$ cat config.mk
export PLATFORM = sky130hd
export DESIGN_NAME = bt_cmd_rcv
export DESIGN_NICKNAME = d
export VERILOG_FILES = /design/src/rtl/bt_pkg.sv /design/src/rtl/bt_rx_fifo.sv /design/src/rtl/bt_cmd_rcv.sv
export SDC_FILE = /design/constraint.sdc
export NUM_CORES = 1
export LEC_CHECK = 0
export ABC_CLOCK_PERIOD_IN_PS = 2800
export CAP_MARGIN = 10
export CELL_PAD_IN_SITES_DETAIL_PLACEMENT = 1
export CELL_PAD_IN_SITES_GLOBAL_PLACEMENT = 1
export CORE_AREA = 8 8 81 83
export CTS_CLUSTER_SIZE = 24
export DETAILED_ROUTE_END_ITERATION = 16
export DIE_AREA = 0 0 89 91
export PLACE_DENSITY_LB_ADDON = 0.1
export SYNTH_ARGS = -nofsm -noshare
export SYNTH_HDL_FRONTEND = slang
export SYNTH_SLANG_ARGS = --single-unit
export TNS_END_PERCENT = 50
$ cat constraint.sdc
create_clock -name clk -period 2.8 [get_ports clk]
set_clock_uncertainty 0.05 [all_clocks]
set_input_delay 0.84 -clock clk [delete_from_list [all_inputs] [get_ports clk]]
set_output_delay 0.84 -clock clk [all_outputs]
set_load 0.005 [all_outputs]
$ cat src/rtl/bt_pkg.sv
// rtl/bt_pkg.sv - shared types and constants for the Bluetooth command receiver
package bt_pkg;

  typedef enum logic [1:0] {
    ST_IDLE  = 2'd0,
    ST_START = 2'd1,
    ST_DATA  = 2'd2,
    ST_STOP  = 2'd3
  } rx_state_e;

  localparam logic [7:0] CMD_GO   = 8'h67;
  localparam logic [7:0] CMD_STOP = 8'h73;

  localparam int RX_FIFO_DEPTH = 4;

  // Bit times of continuous idle-high line needed after reset before a
  // falling edge is trusted as a start bit; longer than any high run inside
  // a frame, so a frame cut by reset cannot be mistaken for a new one.
  localparam int IDLE_BITS = 10;

endpackage

$ cat src/rtl/bt_rx_fifo.sv
// rtl/bt_rx_fifo.sv - 4-entry received-byte FIFO (built only with BT_RX_FIFO_EN)
module bt_rx_fifo
  import bt_pkg::*;
(
  input  logic       clk,
  input  logic       rst,
  input  logic       wr_en_i,
  input  logic [7:0] wr_data_i,
  input  logic       rd_en_i,
  output logic       empty_o,
  output logic       full_o,
  output logic [7:0] head_o
);

  localparam int PTR_W = $clog2(RX_FIFO_DEPTH);
  localparam logic [PTR_W:0] FULL_CNT = (PTR_W + 1)'(RX_FIFO_DEPTH);

  logic [7:0]       mem_q [RX_FIFO_DEPTH];
  logic [PTR_W-1:0] wr_ptr_q;
  logic [PTR_W-1:0] rd_ptr_q;
  logic [PTR_W:0]   count_q;
  logic             push;
  logic             pop;

  assign empty_o = (count_q == '0);
  assign full_o  = (count_q == FULL_CNT);
  assign head_o  = mem_q[rd_ptr_q];
  assign pop     = rd_en_i && !empty_o;
  // A write into a full FIFO only lands if a pop frees a slot in the same cycle.
  assign push    = wr_en_i && (!full_o || pop);

  // Storage, wrapping pointers and occupancy count.
  always_ff @(posedge clk) begin
    if (rst) begin
      for (int i = 0; i < RX_FIFO_DEPTH; i++) mem_q[i] <= 8'h00;
      wr_ptr_q <= '0;
      rd_ptr_q <= '0;
      count_q  <= '0;
    end else begin
      if (push) begin
        mem_q[wr_ptr_q] <= wr_data_i;
        wr_ptr_q        <= wr_ptr_q + 1'b1;
      end
      if (pop) rd_ptr_q <= rd_ptr_q + 1'b1;
      case ({push, pop})
        2'b10:   count_q <= count_q + 1'b1;
        2'b01:   count_q <= count_q - 1'b1;
        default: count_q <= count_q;
      endcase
    end
  end

endmodule

$ cat src/rtl/bt_cmd_rcv.sv
// rtl/bt_cmd_rcv.sv - 8N1 serial byte receiver; BT_RX_FIFO_EN selects 4-entry FIFO over single buffer
module bt_cmd_rcv
  import bt_pkg::*;
#(
  parameter int BAUD_DIV = 2604
) (
  input  logic       clk,
  input  logic       rst,
  input  logic       RX,
  input  logic       clr_rdy,
  output logic       rdy,
  output logic [7:0] rx_data,
  output logic       frm_err,
  output logic       ovr_err
);

  localparam logic [11:0] DIV_FULL = 12'(BAUD_DIV);
  localparam logic [11:0] DIV_HALF = 12'(BAUD_DIV / 2);
  localparam logic [3:0]  ARM_LAST = 4'(IDLE_BITS - 1);

  logic       rx_m_q, rx_s_q, rx_p_q;
  rx_state_e  state_q, state_d;
  logic [11:0] cnt_q, cnt_d;
  logic [3:0] bit_q, bit_d;
  logic [7:0] shift_q, shift_d;
  logic       armed_q, armed_d;
  logic       commit_q, commit_d;
  logic       frm_q, frm_d;
  logic       ovr_q;
  logic       expire;
  logic       fall;

  assign expire  = (cnt_q <= 12'd1);
  assign fall    = rx_p_q && !rx_s_q;
  assign frm_err = frm_q;
  assign ovr_err = ovr_q;

  // Two-flop synchronizer plus one history flop for falling-edge detection.
  always_ff @(posedge clk) begin
    if (rst) begin
      rx_m_q <= 1'b1;
      rx_s_q <= 1'b1;
      rx_p_q <= 1'b1;
    end else begin
      rx_m_q <= RX;
      rx_s_q <= rx_m_q;
      rx_p_q <= rx_s_q;
    end
  end

  // Frame FSM: start-bit qualification, mid-bit data sampling, stop check.
  always_comb begin
    state_d  = state_q;
    cnt_d    = cnt_q;
    bit_d    = bit_q;
    shift_d  = shift_q;
    armed_d  = armed_q;
    commit_d = 1'b0;
    frm_d    = 1'b0;
    case (state_q)
      ST_IDLE: begin
        if (!armed_q) begin
          // Not yet trusted after reset: count bit times of steady high line.
          if (!rx_s_q) begin
            cnt_d = DIV_FULL;
            bit_d = 4'd0;
          end else if (expire) begin
            cnt_d = DIV_FULL;
            if (bit_q == ARM_LAST) begin
              armed_d = 1'b1;
              bit_d   = 4'd0;
            end else begin
              bit_d = bit_q + 4'd1;
            end
          end else begin
            cnt_d = cnt_q - 12'd1;
          end
        end else if (fall) begin
          state_d = ST_START;
          cnt_d   = DIV_HALF;
        end
      end
      ST_START: begin
        if (expire) begin
          if (!rx_s_q) begin
            state_d = ST_DATA;
            cnt_d   = DIV_FULL;
            bit_d   = 4'd0;
          end else begin
            state_d = ST_IDLE;
          end
        end else begin
          cnt_d = cnt_q - 12'd1;
        end
      end
      ST_DATA: begin
        if (expire) begin
          shift_d = {rx_s_q, shift_q[7:1]};
          cnt_d   = DIV_FULL;
          if (bit_q == 4'd7) begin
            state_d = ST_STOP;
            bit_d   = 4'd0;
          end else begin
            bit_d = bit_q + 4'd1;
          end
        end else begin
          cnt_d = cnt_q - 12'd1;
        end
      end
      ST_STOP: begin
        if (expire) begin
          state_d = ST_IDLE;
          if (rx_s_q) commit_d = 1'b1;
          else        frm_d    = 1'b1;
        end else begin
          cnt_d = cnt_q - 12'd1;
        end
      end
      default: state_d = ST_IDLE;
    endcase
  end

  // FSM, counters and shift register state.
  always_ff @(posedge clk) begin
    if (rst) begin
      state_q  <= ST_IDLE;
      cnt_q    <= 12'd0;
      bit_q    <= 4'd0;
      shift_q  <= 8'h00;
      armed_q  <= 1'b0;
      commit_q <= 1'b0;
      frm_q    <= 1'b0;
    end else begin
      state_q  <= state_d;
      cnt_q    <= cnt_d;
      bit_q    <= bit_d;
      shift_q  <= shift_d;
      armed_q  <= armed_d;
      commit_q <= commit_d;
      frm_q    <= frm_d;
    end
  end

`ifdef BT_RX_FIFO_EN
  logic fifo_empty;
  logic fifo_full;

  bt_rx_fifo u_fifo (
    .clk       (clk),
    .rst       (rst),
    .wr_en_i   (commit_q),
    .wr_data_i (shift_q),
    .rd_en_i   (clr_rdy),
    .empty_o   (fifo_empty),
    .full_o    (fifo_full),
    .head_o    (rx_data)
  );

  assign rdy = !fifo_empty;

  // Overrun: byte arrives with the FIFO full and no pop to make room.
  always_ff @(posedge clk) begin
    if (rst) ovr_q <= 1'b0;
    else     ovr_q <= commit_q && fifo_full && !clr_rdy;
  end
`else
  logic       rdy_q;
  logic [7:0] data_q;

  assign rdy     = rdy_q;
  assign rx_data = data_q;

  // Single holding register: a new byte always wins over an acknowledge.
  always_ff @(posedge clk) begin
    if (rst) begin
      rdy_q  <= 1'b0;
      data_q <= 8'h00;
      ovr_q  <= 1'b0;
    end else begin
      ovr_q <= 1'b0;
      if (commit_q) begin
        data_q <= shift_q;
        rdy_q  <= 1'b1;
        ovr_q  <= rdy_q && !clr_rdy;
      end else if (clr_rdy) begin
        rdy_q <= 1'b0;
      end
    end
  end
`endif

endmodule
==> impl_metrics.env <==
export IMPL_first_global_vias=2057
export IMPL_wl_met1_um=2798
export IMPL_cts_repair_resize_count=0
export IMPL_hold_viol_final=0
export IMPL_r2r_start="cnt_q[0]$_SDFFE_PP0P_"
export IMPL_met3_wire_length_um=203
export IMPL_worst_endpoint_arrival_ns=2.64
export IMPL_number_of_flops_mapped_to_enable_cells_by_yosys=0
export IMPL_setup_viol_count_final=0
export IMPL_syn_nets=279
export IMPL_buffer_ports_inserted=14
export IMPL_fp_row_count=27
export IMPL_timing_worst_slew_pin_value_ns=0.6809
export IMPL_floorplan_io_pins=15
export IMPL_timing_setup_tns_ns=0
export IMPL_placement_setup_worst_slack_ns=0.3422
export IMPL_cts_max_level=2
export IMPL_max_slew_margin_rel=0.5461
export IMPL_core_region_area_sq_um=5338
export IMPL_drtAntennaViolNets=0
export IMPL_dieArea_sq_um=8099
export IMPL_worstRegToRegCells=7
export IMPL_number_of_vias_per_cell=5.758
export IMPL_critical_path_endpoint="cnt_q[3]$_SDFFE_PP0P_"
export IMPL_min_from="rx_m_q$_SDFF_PP1_"
export IMPL_clock_tree_root_cell="clkbuf_8"
export IMPL_synth_ff_latch_count=42
export IMPL_cts_hold_buffers=0
export IMPL_path_clk_slew_ns=0.09
export IMPL_power_static_leakage_nw=0.8940
export IMPL_top_signal_layer_used="met4"
export IMPL_dominantRegCellSynth="dfxtp_1"
export IMPL_drt_drc_violations_left=0
export IMPL_finalWirelength_um=5966
export IMPL_synth_sequential_area_ratio=0.3782
export IMPL_multiInputGateArea_sq_um=1266
export IMPL_synthCells=267
export IMPL_cts_path_max_buffers=2
export IMPL_timing_critical_path_to_type="register"
export IMPL_max_cap_violations=0
export IMPL_floorplan_initialDensity=0.4165
export IMPL_peakVddDrop_v=0.0003274
export IMPL_worstPathCellList="inv_1, ha_1, nor2_1, nor4_4, a21oi_2, o21ai_0, a221oi_1"
export IMPL_max_clock_freq_ghz=0.4049
export IMPL_grt_max_degree=31
export IMPL_crit_path_top_delay_cell="a21oi_2"
export IMPL_seqCellArea_sq_um=840.8
export IMPL_status="finished clean"
export IMPL_total_routing_usage_gr=0.1597
export IMPL_dr_total_vias=2021
export IMPL_asyncSetResetFlopFracSynth=0
export IMPL_power_density_cell_area_nw_per_um2=930.7
export IMPL_reg_to_reg_setup_timing_slack_ns=0.33
export IMPL_clk_latency_ns=0.31
export IMPL_worst_ep_required_time_ns=2.97
export IMPL_critical_path_class="reg -> reg"
export IMPL_fin_nets=290
export IMPL_start_kind="register"
export IMPL_area_growth_syn_to_layout_pct=14.12
export IMPL_rsz0062_at_grt="false"
export IMPL_insertedDiodeCount=0
export IMPL_globalplace_congestion=0.8517
export IMPL_post_synth_cell_area_avg_sq_um=8.327
export IMPL_grt_overflow_total=0
export IMPL_placed_cells_incl_taps=343
export IMPL_yosys_synthesis_warning_count=0
export IMPL_critical_path_max_stage_delay_ns=0.57
export IMPL_final_period_minus_worst_setup_slack_ns=2.470
export IMPL_r2r_end="cnt_q[3]$_SDFFE_PP0P_"
export IMPL_total_standard_cell_area_after_synthesis_sq_um=2223
export IMPL_final_cells=351
export IMPL_cts_tree="built"
export IMPL_tritoncts_num_sinks=42
export IMPL_tritoncts_num_buffers=5
export IMPL_synth_cell_types=53
export IMPL_final_max_slew_viol_count=0
export IMPL_die_extent_in_y_um=91
export IMPL_drt_pass1_iter_count=4
export IMPL_met2RoutedLength_um=2835
export IMPL_hp_class="reg -> reg"
export IMPL_antenna_found_initial=0
export IMPL_number_of_drc_markers_in_iteration_0=69
export IMPL_cts_repair_timing_setup_buffer_count=0
export IMPL_grt_first_pass_wirelength_um=10290
export IMPL_die_w_um=89
export IMPL_worst_setup_slack_final_ns=0.3302
export IMPL_n_fill_cell=689
export IMPL_critical_path_startpoint="cnt_q[0]$_SDFFE_PP0P_"
export IMPL_post_dp_hpwl_um=4149
export IMPL_worstPathMaxFanout=16
export IMPL_finalCritPeriodShare=0.8821
export IMPL_final_layout_size_suffix_gt1_frac=0.1004
export IMPL_wire_per_inst_um=17.00
layer usage:
metal  GRT usage  vias up
met4     0.06796        0
met3     0.03153       12
met2      0.2474       29
met5           0        -
met1      0.2084      983
li1            -      997
through the flow:
stage	util	cell area, sq um	hold WS, ns	power [mW]
final	0.4754	2537	0.3751	2.362
after CTS	0.4754	2537	0.3839	2.377
after global routing	0.4754	2537	0.4066	2.520
after global placement	0.4548	2427	0.3427	1.846
after floorplan	-	2223	0.3395	1.622
after detailed placement	0.4548	2427	0.3621	1.866
worst max-delay path: cells and delay by family (launching register included):
kind	cells	cell delay, ns
AND/OR/NAND/NOR	2	0.56
buffers and inverters	1	0.08
flip-flops	1	0.40
adder cells (fa/ha/maj)	1	0.27
AO/OA/AOI/OAI	3	1.03
worst min path at each step:
stage | end | slack (ns) | cells past startpoint
2_1_floorplan | rx_s_q$_SDFF_PP1_ | 0.34 | 1
3_3_place_gp | rx_s_q$_SDFF_PP1_ | 0.34 | 1
3_5_place_dp | rx_s_q$_SDFF_PP1_ | 0.36 | 1
4_1_cts | rx_s_q$_SDFF_PP1_ | 0.38 | 1
5_1_grt | rx_s_q$_SDFF_PP1_ | 0.41 | 1
6_report | rx_s_q$_SDFF_PP1_ | 0.38 | 1
state kept, by name, indices dropped and copies added, names as in the netlist, 4 cells and up, named ones only:
register / cells
bit_q: 4
cnt_q: 12
rx_data: 8
shift_q: 8
power breakdown:
group / switching [mW] / internal (mW) / total (mW) / leakage (nW)
Sequential: 0.122 / 0.687 / 0.809 / 0.342
Combinational: 0.647 / 0.414 / 1.06 / 0.501
Clock: 0.226 / 0.266 / 0.492 / 0.0514
Total: 0.995 / 1.37 / 2.36 / 0.894
synthesized netlist by cell type, drive strengths merged, types with 2 or more instances:
| library cell | n | area, sq um |
|---|---|---|
| a21o | 3 | 22.52 |
| ha | 8 | 100.1 |
| nor3b | 2 | 15.01 |
| a21oi | 30 | 153.9 |
| nor4 | 3 | 33.78 |
| nor4bb | 2 | 20.02 |
| or4 | 5 | 41.29 |
| nor2 | 21 | 78.83 |
| nand2 | 23 | 86.33 |
| nor2b | 4 | 25.02 |
| or2 | 4 | 25.02 |
| mux2i | 8 | 80.08 |
| nand4 | 3 | 18.77 |
| o21bai | 2 | 15.01 |
| inv | 12 | 45.04 |
| a211oi | 3 | 22.52 |
| a221oi | 3 | 26.28 |
| o31ai | 2 | 15.01 |
| clkbuf | 13 | 50.04 |
| a41o | 2 | 20.02 |
| o21ai | 13 | 65.06 |
| a31oi | 3 | 18.77 |
| nor3 | 10 | 50.05 |
| a31o | 2 | 17.52 |
| nand3b | 3 | 22.52 |
| or3 | 2 | 12.51 |
| nand3 | 15 | 75.07 |
| dfxtp | 42 | 840.8 |
| buf | 3 | 21.27 |
| o211ai | 3 | 22.52 |
kinds of logic after synthesis:
| group | share of synthesized area |
|---|---|
| and+or+nand+nor | 0.2487 |
| AOI/OAI and AO/OA | 0.2358 |
| DFF | 0.3782 |
| buffers and inverters | 0.05233 |
| muxes | 0.03602 |
| adders and majority gates | 0.04502 |
| xor gates and xnor gates | 0.003940 |
area by class of cell:
| type | count | area share |
|---|---|---|
| Multi-Input combinational cell | 197 | 0.4990 |
| Sequential cell | 42 | 0.3314 |
| Timing Repair Buffer | 20 | 0.07298 |
| Tap cell | 72 | 0.03550 |
| Clock buffer | 6 | 0.02860 |
| Inverter | 12 | 0.01775 |
| Clock inverter | 2 | 0.01479 |
layout by cell type, fill, tap and decap left out, types with 2 or more instances in the layout:
cell / count
clkbuf_8: 5
a211oi_1: 3
nor3_1: 10
or2_2: 4
nand3b_1: 3
mux2i_1: 8
nand3_1: 15
inv_1: 12
o21ai_0: 13
or3_1: 2
nor2_1: 21
a41o_1: 2
dfxtp_1: 42
a221oi_1: 3
a31oi_1: 3
nor2b_1: 4
a21oi_1: 29
o31ai_1: 2
a31o_2: 2
buf_4: 6
or4_1: 4
nand4_1: 3
nor3b_1: 2
nor4bb_1: 2
ha_1: 8
o21bai_1: 2
nand2_1: 23
nor4_1: 2
o211ai_1: 3
clkdlybuf4s50_1: 14
a21o_1: 3
No activity file was read; power rests on OpenSTA's default activity.
==> edit 1: new RTL, config.mk and constraints unchanged <==
Add a define of `BT_RX_FIFO_EN`.
--- a/src/rtl/bt_cmd_rcv.sv
+++ b/src/rtl/bt_cmd_rcv.sv
@@ -1,3 +1,5 @@
 // rtl/bt_cmd_rcv.sv - 8N1 serial byte receiver; BT_RX_FIFO_EN selects 4-entry FIFO over single buffer
+`define BT_RX_FIFO_EN
+
 module bt_cmd_rcv
   import bt_pkg::*;
Behaviour: same outputs for any inputs over 10 cycles, from zero or initial values and one cycle with rst high; that may be too few to reach the edited logic, so the function may still have changed.
==> edit 1 against the original RTL <==
The flow now stops in clock tree synthesis. Synthesized area rose by 64%.
==> edit 1: results (changes against the original RTL) <==
metric	value	unit	change
outcome	did not finish		
lastStage	clock tree synthesis		
stop_error	[ERROR DPL-0033] detailed placement checks failed during check placement.		
cts_root_buffer	clkbuf_8		
yosysSeqAreaShare	0.494		+0.116
ys.warnings.count	0		unchanged
port_buffers	14		unchanged
synthDistinctLibCells	56		+5.7%
async_flop_share	0		unchanged
die_width	89	µm	unchanged
post-cts-setup-buffers	0		unchanged
synth_area_leaders	edfxtp_1, dfxtp_1, mux4_2, nor2_1, nand2_1		
cts.repair.resized	17		+17
cts_htree_levels	3		+1
clockBufferDepth	2		unchanged
gp_congestion	0.894		+4.9%
cts-buffers-inserted	9		+4
placement.cell_area	0.00391	mm²	+61%
syn_nets	373		+34%
yosys-top-cells-count	dfxtp_1, nor2_1, nand2_1, edfxtp_1		
place_hpwl	8440	µm	+100%
cts.sink_count	74		+76%
post_synth_edffs	32		+32
## edit 1: changes by cell type after synthesis, sizes merged, moves of 7 or more
cell,delta
a21oi,-8
and2,+9
edfxtp,+32
inv,+10
mux4,+8
nand2,+11
nor2,+20
xor2,+7
## edit 1: through the flow
step	util	instances	hold WS (ns)	setup slack [ns]
floorplan	-	359	0.339	0.0772
global placement	0.732	440	0.370	-0.312
detailed placement	0.732	440	0.386	-0.513
## edit 1: kinds of logic after synthesis
| logic type | after synthesis | synth area share |
|---|---|---|
| compound gates | 63 | 0.127 |
| xor+xnor | 9 | 0.0216 |
| fa+ha+maj | 10 | 0.0364 |
| buf+inv | 42 | 0.0504 |
| flops | 74 | 0.494 |
| mux | 10 | 0.0549 |
| simple gates | 151 | 0.215 |
==> edit 2: new RTL, same flow settings <==
Made on the original files. The output `frm_err` loses its register stage (`frm_q` becomes a continuous assignment).
--- a/src/rtl/bt_cmd_rcv.sv
+++ b/src/rtl/bt_cmd_rcv.sv
@@ -130,5 +130,4 @@
       armed_q  <= 1'b0;
       commit_q <= 1'b0;
-      frm_q    <= 1'b0;
     end else begin
       state_q  <= state_d;
@@ -138,7 +137,8 @@
       armed_q  <= armed_d;
       commit_q <= commit_d;
-      frm_q    <= frm_d;
     end
   end
+
+  assign frm_q = frm_d;
 
 `ifdef BT_RX_FIFO_EN
Check against the original RTL: no difference found for any inputs over 10 cycles, from zero or initial values and one cycle with rst high; that may be too few to reach the edited logic, so the function may still have changed.
==> edit 2 against the original RTL <==
Sequential cell count decreased by 1. Non-clock buffer count grew 12. Wire length is 3.4% lower. Count of clock-buffer cells in the layout down 1. Synthesized cell count fell by 6.0%. Design area increased by 1.4%. Via count decreased by 4.1%. Synthesized area shrank 4.7%. Power is 7.8% higher. Core utilization increased by 0.68 points. Setup slack got worse by 0.16 ns. Critical endpoint is now frm_err.
==> edit 2: results (changes against the original RTL) <==
metric	value	unit	change
syn_nets	263		-5.7%
timing.max_slew.rel_slack	0.602		+0.0554
synth_area_leaders	dfxtp_1, a21oi_1, nand2_1, ha_1, mux2i_1		
ys.warnings.count	0		unchanged
largest_reg_flops	12		unchanged
routed-via-count	1938		-4.1%
crit_arrival	1.74	ns	-0.90 ns
drt_first_iter_violations	64		-7.2%
synthDistinctLibCells	47		-11%
yosys-top-cells-count	dfxtp_1, nand2_1, nor2_1, a21oi_1, nand3_1		
fin_cells	348		-0.85%
grtUsageTotal	0.152		-0.00789
cp_slowest_cell	or4_4		
placement.cell_area	0.00242	mm²	-0.10%
outcome	finished clean		
gp_congestion	0.811		-4.8%
fillers	673		-2.3%
placement.setup.worst_slack	-0.0255	ns	-0.368 ns
final_nets	287		-1.0%
synthesis.area_per_instance	8.44	µm²	+1.3%
yosysSeqAreaShare	0.387		+0.00931
place_hpwl	4040	µm	-2.7%
dp_cells	340		-0.87%
drive_gt1_frac	0.152		+0.0518
static-leakage-power	0.000959	µW	+7.3%
routed_wl	5770	µm	-3.4%
grt_pass1_vias	2035		-1.1%
wire_length_of_the_first_global_routing_pass	9940	µm	-3.4%
worstPathMaxFanout	2		-14
ir_drop	0.364	mV	+11%
critical-path-top-delay-family	simple AND/OR/NAND/NOR gates		
[edit 2: cell count changes in the layout (fill, tap and decap cells not counted), moves of 4 or more]
cell / change
a21oi_1: -9
nand2_1: +4
xor2_1: +4
o21ai_0: -8
inv_1: -4
buf_4: +12
[edit 2: layer usage]
metal / part of all wire / GRT usage / up-vias
met5: 0 / 0 / -
met1: 0.50 / 0.200 / 947
met4: 0.0099 / 0.0374 / 0
met3: 0.020 / 0.0315 / 5
li1: - / - / 963
met2: 0.47 / 0.244 / 23
[edit 2: final timing paths]
check	slack (ns)	endpoint	cells after the start	startpoint
max	0.17	frm_err	5	cnt_q[4]
min	0.37	rx_s_q	1	rx_m_q
max reg2reg	0.40	flop	6	cnt_q[4]
min reg2reg	0.37	rx_s_q	1	rx_m_q
[edit 2: cells by family (layout without fill, tap and decap cells)]
kind of cell	Yosys count	after routing	synth area share
AND/OR/NAND/NOR	102	102	0.247
AO/OA/AOI/OAI	62	62	0.207
XOR/XNOR	4	4	0.0165
flip-flops	41	41	0.387
adder cells (fa/ha/maj)	8	8	0.0473
buffers and inverters	23	48	0.0419
multiplexers	11	11	0.0526
[edit 2: cell type report]
| class | count | area [µm²] | share of cell area |
|---|---|---|---|
| multi-input cells | 187 | 1220 | 0.475 |
| flip-flops and latches | 41 | 822 | 0.319 |
| repair buffers | 32 | 270 | 0.105 |
| well taps | 72 | 90.1 | 0.0350 |
| clock buffers | 5 | 68.8 | 0.0267 |
| clock inverters | 3 | 68.8 | 0.0267 |
| inverters | 8 | 30.0 | 0.0117 |
[edit 2: power breakdown]
| group | internal (µW) | switching (µW) | total, µW |
|---|---|---|---|
| logic | 502 | 701 | 1200 |
| registers | 676 | 74.4 | 750 |
| clock network | 359 | 235 | 594 |
[edit 2: worst reg2reg max path, delay by kind of cell, from the launching register on]
| kind | cells | cell delay, ns |
|---|---|---|
| AOI/OAI and AO/OA | 2 | 0.58 |
| buffers and inverters | 1 | 0.19 |
| and+or+nand+nor | 3 | 1.15 |
| DFF | 1 | 0.32 |
[edit 2: repair_timing]
action	4_1_cts	5_1_grt
endpoints found under the setup margin	1	7
resized for setup	3	5
hold buffers	0	0
pin swaps	1	0
[edit 2: stage by stage]
step / setup TNS [ns] / hold WS, ns / utilization / power [µW]
2_1_floorplan: 0 / 0.339 / - / 1530
3_3_place_gp: -0.0163 / 0.343 / 0.454 / 1900
3_5_place_dp: -0.0255 / 0.351 / 0.454 / 1910
4_1_cts: 0 / 0.373 / 0.481 / 2540
5_1_grt: 0 / 0.396 / 0.482 / 2710
6_report: 0 / 0.367 / 0.482 / 2550
